File: config.mk
export PLATFORM = sky130hd
export DESIGN_NAME = rx_frame_assembler_flat
export DESIGN_NICKNAME = d
export VERILOG_FILES = /design/src/rtl/rx_frame_assembler_if.sv /design/src/rtl/rx_frame_assembler.sv /design/src/flat_wrapper.sv
export SDC_FILE = /design/constraint.sdc
export NUM_CORES = 1
export LEC_CHECK = 0
export ABC_AREA = 1
export CAP_MARGIN = 0
export CORE_ASPECT_RATIO = 0.6
export CORE_MARGIN = 2
export CORE_UTILIZATION = 57
export DETAILED_ROUTE_END_ITERATION = 6
export PLACE_DENSITY = 0.84
export SLEW_MARGIN = 20
export SYNTH_ARGS = -nofsm -noshare
export SYNTH_HDL_FRONTEND = slang
export SYNTH_SLANG_ARGS = --single-unit
File: constraint.sdc
create_clock -name clk -period 4.8 [get_ports clk]
set_input_delay 0.48 -clock clk [delete_from_list [all_inputs] [get_ports clk]]
set_output_delay 0.48 -clock clk [all_outputs]
set_load 0.01 [all_outputs]
File: src/rtl/rx_frame_assembler_if.sv
// Bundle of the Rx frame assembler's line inputs, frame state and output handshake.
interface rx_frame_assembler_if #(
  parameter int unsigned Width = 8
);
  logic             serial_in_synced;
  logic             sampling_strobe;
  logic             start_detected;
  logic [3:0]       state;
  logic [Width-1:0] rx_data;
  logic             rx_valid;
  logic             rx_ready;
  logic             parity_error;
  logic             framing_error;
  logic             overrun;

  // Assembler side.
  modport master (
    input  serial_in_synced, sampling_strobe, start_detected, rx_ready,
    output state, rx_data, rx_valid, parity_error, framing_error, overrun
  );

  // Line driver / consumer side.
  modport slave (
    output serial_in_synced, sampling_strobe, start_detected, rx_ready,
    input  state, rx_data, rx_valid, parity_error, framing_error, overrun
  );
endinterface

File: src/rtl/rx_frame_assembler.sv
// UART Rx frame assembler: walks start/data/parity/stop on each sampling strobe,
// checks parity and stop bit, and offers the byte plus flags over valid/ready.
module rx_frame_assembler #(
  parameter int unsigned INPUT_DATA_WIDTH = 8,
  parameter bit          PARITY_ENABLED   = 1'b1,
  parameter bit          PARITY_ODD       = 1'b0
) (
  input logic                  clk,
  input logic                  reset,
  rx_frame_assembler_if.master bus
);
  localparam int unsigned W = INPUT_DATA_WIDTH;

  // Codes beyond StData0 depend on W, so they are derived rather than enumerated.
  localparam logic [3:0] LastDataCode = 4'(1 + W);
  localparam logic [3:0] ParityCode   = 4'(2 + W);
  localparam logic [3:0] StopCode     = 4'(3 + W);

  typedef enum logic [3:0] {
    StIdle  = 4'd0,
    StStart = 4'd1,
    StData0 = 4'd2
  } state_e;

  state_e         state_q, state_d;
  logic [W-1:0]   shift_q, shift_d;
  logic           par_err_q, par_err_d;
  logic [W-1:0]   data_q, data_d;
  logic           valid_q, valid_d;
  logic           perr_q, perr_d;
  logic           ferr_q, ferr_d;
  logic           overrun_q, overrun_d;
  logic           frame_done;
  logic           stop_err;
  logic           parity_exp;
  logic           slot_free;

  assign parity_exp = PARITY_ODD ? ~^shift_q : ^shift_q;

  // Frame walker: state only advances, and the line is only sampled, on a strobe.
  always_comb begin
    state_d    = state_q;
    shift_d    = shift_q;
    par_err_d  = par_err_q;
    frame_done = 1'b0;
    stop_err   = 1'b0;
    if (bus.sampling_strobe) begin
      state_d = StIdle;  // illegal codes fall back to idle
      if (state_q == StIdle) begin
        if (!bus.serial_in_synced) state_d = StStart;
      end else if (state_q == StStart) begin
        if (bus.start_detected) begin
          state_d   = StData0;
          par_err_d = 1'b0;
        end
      end else if (4'(state_q) >= 4'(StData0) && 4'(state_q) <= LastDataCode) begin
        for (int unsigned i = 0; i < W; i++) begin
          if (4'(state_q) == 4'(i + 2)) shift_d[i] = bus.serial_in_synced;
        end
        if (4'(state_q) == LastDataCode) begin
          state_d = state_e'(PARITY_ENABLED ? ParityCode : StopCode);
        end else begin
          state_d = state_e'(4'(state_q) + 4'd1);
        end
      end else if (PARITY_ENABLED && 4'(state_q) == ParityCode) begin
        par_err_d = (bus.serial_in_synced != parity_exp);
        state_d   = state_e'(StopCode);
      end else if (4'(state_q) == StopCode) begin
        frame_done = 1'b1;
        stop_err   = !bus.serial_in_synced;
      end
    end
  end

  // Output slot: load on completion if free (including same-cycle consume), else flag overrun.
  always_comb begin
    slot_free = !valid_q || bus.rx_ready;
    data_d    = data_q;
    valid_d   = valid_q;
    perr_d    = perr_q;
    ferr_d    = ferr_q;
    overrun_d = 1'b0;
    if (frame_done) begin
      if (slot_free) begin
        data_d  = shift_q;
        perr_d  = par_err_q;
        ferr_d  = stop_err;
        valid_d = 1'b1;
      end else begin
        overrun_d = 1'b1;
      end
    end else if (valid_q && bus.rx_ready) begin
      valid_d = 1'b0;
    end
  end

  // State and output registers with synchronous reset.
  always_ff @(posedge clk) begin
    if (reset) begin
      state_q   <= StIdle;
      shift_q   <= '0;
      par_err_q <= 1'b0;
      data_q    <= '0;
      valid_q   <= 1'b0;
      perr_q    <= 1'b0;
      ferr_q    <= 1'b0;
      overrun_q <= 1'b0;
    end else begin
      state_q   <= state_d;
      shift_q   <= shift_d;
      par_err_q <= par_err_d;
      data_q    <= data_d;
      valid_q   <= valid_d;
      perr_q    <= perr_d;
      ferr_q    <= ferr_d;
      overrun_q <= overrun_d;
    end
  end

  assign bus.state         = state_q;
  assign bus.rx_data       = data_q;
  assign bus.rx_valid      = valid_q;
  assign bus.parity_error  = perr_q;
  assign bus.framing_error = ferr_q;
  assign bus.overrun       = overrun_q;
endmodule

File: src/flat_wrapper.sv
// flat-port wrapper written by rule: the top's interface ports become plain ports
module rx_frame_assembler_flat 
#(
  parameter int unsigned INPUT_DATA_WIDTH = 8,
  parameter bit          PARITY_ENABLED   = 1'b1,
  parameter bit          PARITY_ODD       = 1'b0
)
  (clk, reset, bus_serial_in_synced, bus_sampling_strobe, bus_start_detected, bus_rx_ready, bus_state, bus_rx_data, bus_rx_valid, bus_parity_error, bus_framing_error, bus_overrun);
  rx_frame_assembler_if #(.Width(8)) bus_i ();
  input logic clk;
  input logic reset;
  input wire logic [$bits(bus_i.serial_in_synced)-1:0] bus_serial_in_synced;
  input wire logic [$bits(bus_i.sampling_strobe)-1:0] bus_sampling_strobe;
  input wire logic [$bits(bus_i.start_detected)-1:0] bus_start_detected;
  input wire logic [$bits(bus_i.rx_ready)-1:0] bus_rx_ready;
  output wire logic [$bits(bus_i.state)-1:0] bus_state;
  output wire logic [$bits(bus_i.rx_data)-1:0] bus_rx_data;
  output wire logic [$bits(bus_i.rx_valid)-1:0] bus_rx_valid;
  output wire logic [$bits(bus_i.parity_error)-1:0] bus_parity_error;
  output wire logic [$bits(bus_i.framing_error)-1:0] bus_framing_error;
  output wire logic [$bits(bus_i.overrun)-1:0] bus_overrun;
  assign bus_i.serial_in_synced = bus_serial_in_synced;
  assign bus_i.sampling_strobe = bus_sampling_strobe;
  assign bus_i.start_detected = bus_start_detected;
  assign bus_i.rx_ready = bus_rx_ready;
  assign bus_state = bus_i.state;
  assign bus_rx_data = bus_i.rx_data;
  assign bus_rx_valid = bus_i.rx_valid;
  assign bus_parity_error = bus_i.parity_error;
  assign bus_framing_error = bus_i.framing_error;
  assign bus_overrun = bus_i.overrun;
  rx_frame_assembler #(.INPUT_DATA_WIDTH(INPUT_DATA_WIDTH), .PARITY_ENABLED(PARITY_ENABLED), .PARITY_ODD(PARITY_ODD)) u_core (.clk(clk), .reset(reset), .bus(bus_i));
endmodule
======== Word-level counts from Yosys, hierarchy flattened ========
Index checks and enable logic that the tools add are counted.
operators by class
  $add $sub $neg .......................... 1
  magnitude comparators ................... 2
  bitwise operators ....................... 3
  reduce and logical (&&, ||, !) cells .... 21
  multiplexer cells ....................... 27
  eq/ne operators ......................... 15
operators by type and width
  operator                                                           count
  AND reduction 5 bit                                                9
  2-to-1 mux 1 bit                                                   21
  2-to-1 mux 4 bit                                                   5
  == test 4 x 3 -> 1 bit, second input constant                      4
  == test 4 bit, second input constant                               4
  == test 4 x 2 -> 1 bit, second input constant                      2
  parity 8 bit                                                       1
  adder 4 x 1 -> 4 bit, second input constant                        1
  == test 4 x 1 -> 1 bit, second input constant                      1
  greater-or-equal comparator 4 x 2 -> 1 bit, second input constant  1
  <= comparator 4 bit, second input constant                         1
  zero test 4 bit                                                    1
  != test 2 bit, second input constant                               2
  AND reduction 2 bit                                                2
  nonzero test 2 bit                                                 2
  inverter 1 bit                                                     3
  logical AND 1 bit                                                  2
  zero test 1 bit                                                    2
  2-to-1 mux 2 bit                                                   1
  != test 2 x 1 -> 1 bit, second input constant                      1
  OR reduction 2 bit                                                 1
  logical OR 1 bit                                                   1
  != test 1 bit                                                      1
word-level totals
  logic and storage cells ................. 84
  output and inout port bits .............. 16
  bits of input ports ..................... 6
  flip-flop bits (word level) ............. 25

======== Longest topological paths before layout ========
Gate-level depths: netlist of the first run.
  depth in word-level cells ............... 9
  depth in mapped cells ................... 13
  mapped depth without buffers ............ 12

======== Least setup slack after synthesis of the first run ========
Ideal clock, no wire load.
  kind .................................... reg-to-reg
  from .................................... register u_core.state_q[0], in the netlist u_core.bus.state[0]
  to ...................................... register u_core.ferr_q, in the netlist u_core.bus.framing_error
  data required time ...................... 4.685 ns
  cell stages (with the launch flop) ...... 14
  setup time .............................. 0.115 ns
  slack ................................... 3.025 ns
  path buffers ............................ 1
  data arrival time ....................... 1.660 ns
  path through ............................ dfxtp_1 inv_1 ha_1 nor2_1 nand2_1 nand2_1 nand2_4 inv_4 nand2_4 nor3_4 buf_6 nand3_1 nand2_1 nor2_1
on the way
  cells in the longest elaborated chain, start to end .. 8
  elaborated cells between the ends (all ways) .. 20
ends and longest elaborated chain
  element                               line                       source
  start: declaration                    rx_frame_assembler.sv:25   state_e state_q, state_d;
  start signal: assignment              rx_frame_assembler.sv:100  state_q <= StIdle;
  start signal: assignment              rx_frame_assembler.sv:109  state_q <= state_d;
  == test 4 bit                         rx_frame_assembler.sv:68   end else if (4'(state_q) == StopCode) begin
  2-to-1 mux 1 bit                      rx_frame_assembler.sv:68
  2-to-1 mux 1 bit                      rx_frame_assembler.sv:65   end else if (PARITY_ENABLED && 4'(state_q) == ParityCode) begin
  2-to-1 mux 1 bit                      rx_frame_assembler.sv:56   end else if (4'(state_q) >= 4'(StData0) && 4'(state_q) <= LastDataCode) begin
  2-to-1 mux 1 bit                      rx_frame_assembler.sv:51   end else if (state_q == StStart) begin
  2-to-1 mux 1 bit                      rx_frame_assembler.sv:49   if (state_q == StIdle) begin
  2-to-1 mux 1 bit                      rx_frame_assembler.sv:47   if (bus.sampling_strobe) begin
  AND reduction 2 bit (no source line)  n/a
  end signal: assignment                rx_frame_assembler.sv:115  ferr_q <= ferr_d;
  end: declaration                      rx_frame_assembler.sv:31   logic ferr_q, ferr_d;
Several ways; a longest one is shown, not always the timed one.
A chain may end at the register's enable or synchronous reset.

======== Worst setup path after layout of the first run ========
Ends and elaborated chain as after synthesis.

==> results.toml, run 1 <==
[finish]
syn2layout_area_growth_pct = 17.4
diodes = 0
nets = 237
drive_above_1_share_pct = 6.22
multiInputGateArea_um2 = 751
fillCellCount = 192
regArea_um2 = 500

[synth]
synth-edff-count = 0
synthFlopType = "dfxtp_1"
synth_seq_cells = 25
synth_area_leader_cell = "dfxtp_1"
yosysMostFrequentCell = "nand2_1"
synthTopCellsByCount = "nand2_1, inv_1, dfxtp_1, nor2_1, nand3_1"
yosys_warnings = 0
syn_area_um2 = 1410
synth_cell_types = 26
avgSynthCellArea_um2 = 6.76
ys_async_sr_fraction_pct = 0
synth.area.top_cells = "dfxtp_1, nand2_1, nand3_1"
yosysTopAreaCellShare_pct = 35.6
syn_nets = 219
ys_seq_area_share_pct = 35.6
syn_inst = 208

[clocking]
cts_root_buf = "clkbuf_8"
clk_path_buf_depth = 2
cts.sinks = 25
cts_max_level = 1
cts_setup_buffers = 0
numCtsBuffers = 3
clock_latency_ns = 0.27
cts_tree = "yes"
cts-hold-fix-buffers = 0
path_clk_slew_ns = 0.08
post_cts_resized = 0

[floorplanning]
start_util_pct = 62.7
die_x_um = 68.1
design.die.area_um2 = 2890
io_pins = 22
fp-row-count = 13
die_h_um = 42.5
core_um2 = 2240

[detailed_routing]
post_drt_wl_per_cell_um = 13.1
drt-total-wl_mm = 3.34
via_per_inst = 5.37
antenna_left = 0
drcViolationCount = 0
drt_iter0_drc = 167
vias = 1369
dr.pass1.iters = 4

[setup_path]
timing.rr.end = "u_core.bus.framing_error$_SDFFE_PP0P_"
required_ns = 4.96
r2r_cells = 12
reg2reg_setup_slack_ns = 2.35
arrival_ns = 2.61
worstSetupStartpointType = "register"
worstSetupEndpointType = "register"
rr_startpoint = "u_core.bus.state[0]$_SDFFE_PP0P_"
criticalPathCategory = "register to register"
crit_path_max_fanout = 21

[grt]
grt_usage_pct = 25.1
busiest_layer = "met1"
grtUsageMet3_pct = 7.53
grt_util_met2_pct = 35.7
antenna_found_initial = 0
grtUsageMet1_pct = 37.2
grt_max_degree = 23
grt_pass1_vias = 1118
grt_pass1_wl_mm = 5.33
grt_overflow = 0

[power]
finalPower_uw = 420
p_leak_uw = 0.000689
p_per_area_nw_per_um2 = 254
worst_ir_drop_vdd_v = 0.000194

[sta]
clock.fmax_ghz = 0.409
setup_viol_count_final = 0
tightest_slew_ns = 0.716
fin_crit_ns = 2.45
rsz0062_at_grt = "no"
slew_viol_final = 0
fin_ws_ns = 2.35
finClkSkew_ns = 0.00495
worst_slew_margin_rel_pct = 52.1
finalHoldViolations = 0
period_share_pct = 51.0
tns_ns = 0

[min_path]
holdCritStartpoint = "u_core.bus.rx_data[2]$_SDFFE_PP0P_"
hold_path_class = "register to register"
hold_path_depth = 2
hold_path_end = "u_core.bus.rx_data[2]$_SDFFE_PP0P_"

[flow_run]
maxCapViolCount = 0

[outcome]
status = "completed"

[place]
post-place-ws_ns = 2.28
port_buffers = 21
hpwl_mm = 2.59
gp_congestion = 0.967
==> routing by layer <==
layer / vias to the layer above / routed length (um)
met4: 0 / 33
met2: 47 / 1450
li1: 701 / -
met1: 616 / 1580
met5: - / 0
met3: 5 / 272
==> state kept, by name, summed over array words and instances, names as in the netlist <==
register and count:
u_core.bus.framing_error 1, u_core.bus.overrun 1, u_core.bus.parity_error 1, u_core.bus.rx_data 8, u_core.bus.rx_valid 1, u_core.bus.state 4, u_core.par_err_q 1, u_core.shift_q 8
==> stage by stage <==
| stage | cell area (um^2) | utilization, % | cells | hold slack, ns |
|---|---|---|---|---|
| after floorplan | 1410 | - | 208 | 0.438 |
| after global placement | 1610 | 71.6 | 251 | 0.457 |
| after detailed placement | 1610 | 71.6 | 251 | 0.471 |
| after CTS | 1650 | 73.6 | 255 | 0.489 |
| after global routing | 1650 | 73.6 | 255 | 0.495 |
| final | 1650 | 73.6 | 255 | 0.483 |
==> cells in the final DEF, fill, tap and decap left out <==
cell type / Yosys / final
o211ai_1: 1 / 1
a31oi_1: 1 / 1
or2_2: 1 / 1
nand3_1: 23 / 23
o21ai_0: 16 / 16
clkdlybuf4s50_1: 0 / 21
dfxtp_1: 25 / 25
a21oi_1: 21 / 21
clkbuf_8: 0 / 3
o21ai_4: 1 / 1
xor2_1: 1 / 1
nand2_4: 2 / 2
inv_1: 27 / 27
inv_4: 1 / 1
nand2_1: 40 / 40
nor3_4: 1 / 1
clkbuf_1: 2 / 1
nor3_1: 1 / 1
nor2_1: 25 / 25
ha_1: 5 / 5
nor2_2: 2 / 2
a21oi_2: 1 / 1
nand4_1: 2 / 2
nand2_2: 2 / 2
xnor2_1: 1 / 1
==> kinds of logic after synthesis <==
| family | after synthesis | share of synthesized area [%] |
|---|---|---|
| flip-flops | 25 | 35.6 |
| adder cells (fa/ha/maj) | 5 | 4.45 |
| buffers and inverters | 36 | 11.0 |
| XOR/XNOR | 2 | 1.25 |
| AND/OR/NAND/NOR | 99 | 31.8 |
| AO/OA/AOI/OAI | 41 | 15.9 |
==> worst max-delay path, stage by stage (launching register included) <==
cell and delay [ns]:
dfxtp_1 0.49, inv_1 0.13, ha_1 0.30, nor2_1 0.11
nand2_1 0.05, nand2_1 0.09, nand2_4 0.10, inv_4 0.10
nand2_4 0.07, nor3_4 0.56, nand3_1 0.17, nand2_1 0.10
nor2_1 0.05
==> power breakdown <==
| part | switching (uW) | internal [uW] | total, uW |
|---|---|---|---|
| logic | 53.7 | 28.1 | 81.8 |
| registers | 4.86 | 210 | 215 |
| clock network | 63.9 | 59.4 | 123 |
| total | 122 | 298 | 420 |
==> worst max path at each step <==
| stage | start | endpoint | slack (ns) | depth (start not counted) |
|---|---|---|---|---|
| 3_3_place_gp | bus_sampling_strobe | u_core.bus.framing_error$_SDFFE_PP0P_ | 2.39 | 8 |
| 4_1_cts | u_core.bus.state[0]$_SDFFE_PP0P_ | u_core.bus.framing_error$_SDFFE_PP0P_ | 2.38 | 12 |
| 5_1_grt | u_core.bus.state[0]$_SDFFE_PP0P_ | u_core.bus.framing_error$_SDFFE_PP0P_ | 2.12 | 12 |
| 6_report | u_core.bus.state[0]$_SDFFE_PP0P_ | u_core.bus.framing_error$_SDFFE_PP0P_ | 2.35 | 12 |
| 2_1_floorplan | u_core.bus.state[0]$_SDFFE_PP0P_ | u_core.bus.framing_error$_SDFFE_PP0P_ | 3.02 | 13 |
| 3_5_place_dp | bus_sampling_strobe | u_core.bus.framing_error$_SDFFE_PP0P_ | 2.28 | 8 |
==> layout make-up <==
| type | instances | share of cell area [%] |
|---|---|---|
| Sequential cell | 25 | 30.3 |
| Timing Repair Buffer | 21 | 12.7 |
| Inverter | 28 | 6.52 |
| Tap cell | 30 | 2.27 |
| Clock buffer | 4 | 2.73 |
| Multi-Input combinational cell | 147 | 45.5 |
Power figures use the tool's default switching activity.
==> inputs of run 2 (changes only) <==
Settings changed: CORE_UTILIZATION 57 to 47, PLACE_DENSITY 0.84 to 0.74.
Clock period 4.8 ns to 2.1 ns, I/O delays scaled along.
==> results.toml, run 2 (synthesized netlist as in run 1, its figures left out) <==
[finish]
layout_commonest_cell = "nand2_1"
fillCellCount = 287
syn2layout_area_growth_pct = 22.8
diodes = 0
drive_above_1_share_pct = 9.52
nets = 243
most-common-layout-cells = "nand2_1, inv_1, nor2_1, dfxtp_1, nand3_1"
final_core_util_pct = 60.5

[floorplanning]
core_um2 = 2850
design.die.area_um2 = 3460
io_pins = 22
die_x_um = 74.6
fp-row-count = 15
start_util_pct = 49.3
die_h_um = 46.4

[setup_path]
criticalPathCategory = "register to register"
reg2reg_setup_slack_ns = 0.26
r2r_cells = 13
arrival_ns = 2.01
worstSetupStartpointType = "register"
crit_path_max_fanout = 21
required_ns = 2.27
worstSetupEndpointType = "register"

[sta]
finClkSkew_ns = 0.00502
tns_ns = 0
rsz0062_at_grt = "no"
slew_viol_final = 0
clock.fmax_ghz = 0.542
period_share_pct = 87.9
finalHoldViolations = 0
tightest_slew_ns = 0.565
worst_slew_margin_rel_pct = 62.3
fin_crit_ns = 1.84
setup_viol_count_final = 0

[detailed_routing]
antenna_left = 0
drt_iter0_drc = 57
drt-total-wl_mm = 3.22
via_per_inst = 4.88
dr.pass1.iters = 4
vias = 1332
drcViolationCount = 0
post_drt_wl_per_cell_um = 11.8

[clocking]
clock_latency_ns = 0.27
cts-hold-fix-buffers = 0
cts_max_level = 1
cts_root_buf = "clkbuf_8"
numCtsBuffers = 3
clk_path_buf_depth = 2
path_clk_slew_ns = 0.09
cts_tree = "yes"
cts.sinks = 25

[power]
worst_ir_drop_vdd_v = 0.000275
p_leak_uw = 0.000724
p_per_area_nw_per_um2 = 562

[place]
hpwl_mm = 2.44
gp_congestion = 0.947
port_buffers = 21

[grt]
grt_pass1_vias = 1121
grt_overflow = 0
grt_usage_pct = 20.6
grt_max_degree = 23
antenna_found_initial = 0
grt_pass1_wl_mm = 5.25

[min_path]
hold_path_depth = 2
hold_path_class = "register to register"

[flow_run]
maxCapViolCount = 0

[outcome]
status = "completed"
-- run 2: changes by cell type in the layout (fill, tap and decap cells not counted) --
cell / change
buf_4: +5
clkinv_2: +1
clkbuf_1: -1
dfxtp_2: +1
dfxtp_1: -1
buf_12: +1
-- run 2: power by group --
part	internal (uW)	total [uW]	leakage [uW]	switching, uW
clock	133	291	0.0000255	158
combinational	71.6	192	0.000497	120
sequential	481	489	0.000202	8.03
-- run 2: through the flow --
step / total power (uW) / cell area, um^2 / hold WS, ns / worst slack [ns] / std cells
finish: 971 / 1730 / 0.476 / 0.255 / 273
global route: 1020 / 1730 / 0.510 / 0.0838 / 273
CTS: 974 / 1730 / 0.478 / 0.166 / 273
detailed placement: 690 / 1680 / 0.466 / 0.193 / 269
global placement: 690 / 1680 / 0.463 / 0.266 / 269
floorplan: 627 / 1410 / 0.279 / 0.325 / 208
-- run 2: path summary, 6_finish.rpt --
| kind | end | start |
|---|---|---|
| worst min-delay path | u_core.par_err_q$_SDFFE_PP0P_ | u_core.par_err_q$_SDFFE_PP0P_ |
| worst max-delay path | u_core.bus.framing_error$_SDFFE_PP0P_ | u_core.bus.state[0]$_SDFFE_PP0P_ |
| worst max register to register | u_core.bus.framing_error$_SDFFE_PP0P_ | u_core.bus.state[0]$_SDFFE_PP0P_ |
| worst min register to register | u_core.par_err_q$_SDFFE_PP0P_ | u_core.par_err_q$_SDFFE_PP0P_ |
-- run 2: cell type report --
type | count | area [um^2] | share of cell area, %
Inverter | 28 | 108 | 6.23
Timing Repair Buffer | 27 | 268 | 15.5
Clock buffer | 3 | 41.3 | 2.39
Multi-Input combinational cell | 147 | 751 | 43.5
Tap cell | 42 | 52.6 | 3.04
Clock inverter | 1 | 5.00 | 0.290
Sequential cell | 25 | 502 | 29.1
-- run 2: what timing repair did --
item,4_1_cts,5_1_grt
endpoints found under the hold margin,0,0
endpoints found under the setup margin,0,1
gates resized for setup,0,1
buffers inserted,0,0
-- run 2: critical path, cell delays in order (launching register included) --
cell,delay [ns]
dfxtp_2,0.41
inv_1,0.10
ha_1,0.25
nor2_1,0.10
nand2_1,0.05
nand2_1,0.09
nand2_4,0.09
inv_4,0.08
nand2_4,0.05
nor3_4,0.15
buf_12,0.18
nand3_1,0.07
nand2_1,0.07
nor2_1,0.05
-- run 2: routing by layer --
layer | routed length, um | vias to the layer above | GRT usage, %
met5 | 0 | - | 0
met4 | 8 | 0 | 3.21
met3 | 176 | 2 | 5.25
met2 | 1290 | 31 | 29.9
met1 | 1750 | 582 | 31.1
li1 | - | 717 | -
==> inputs of run 3 (changes only) <==
Settings changed: SKIP_LAST_GASP set to 1.
==> results of run 3 <==
Same layout as run 2: the final DEF is identical, and so are final timing and power.
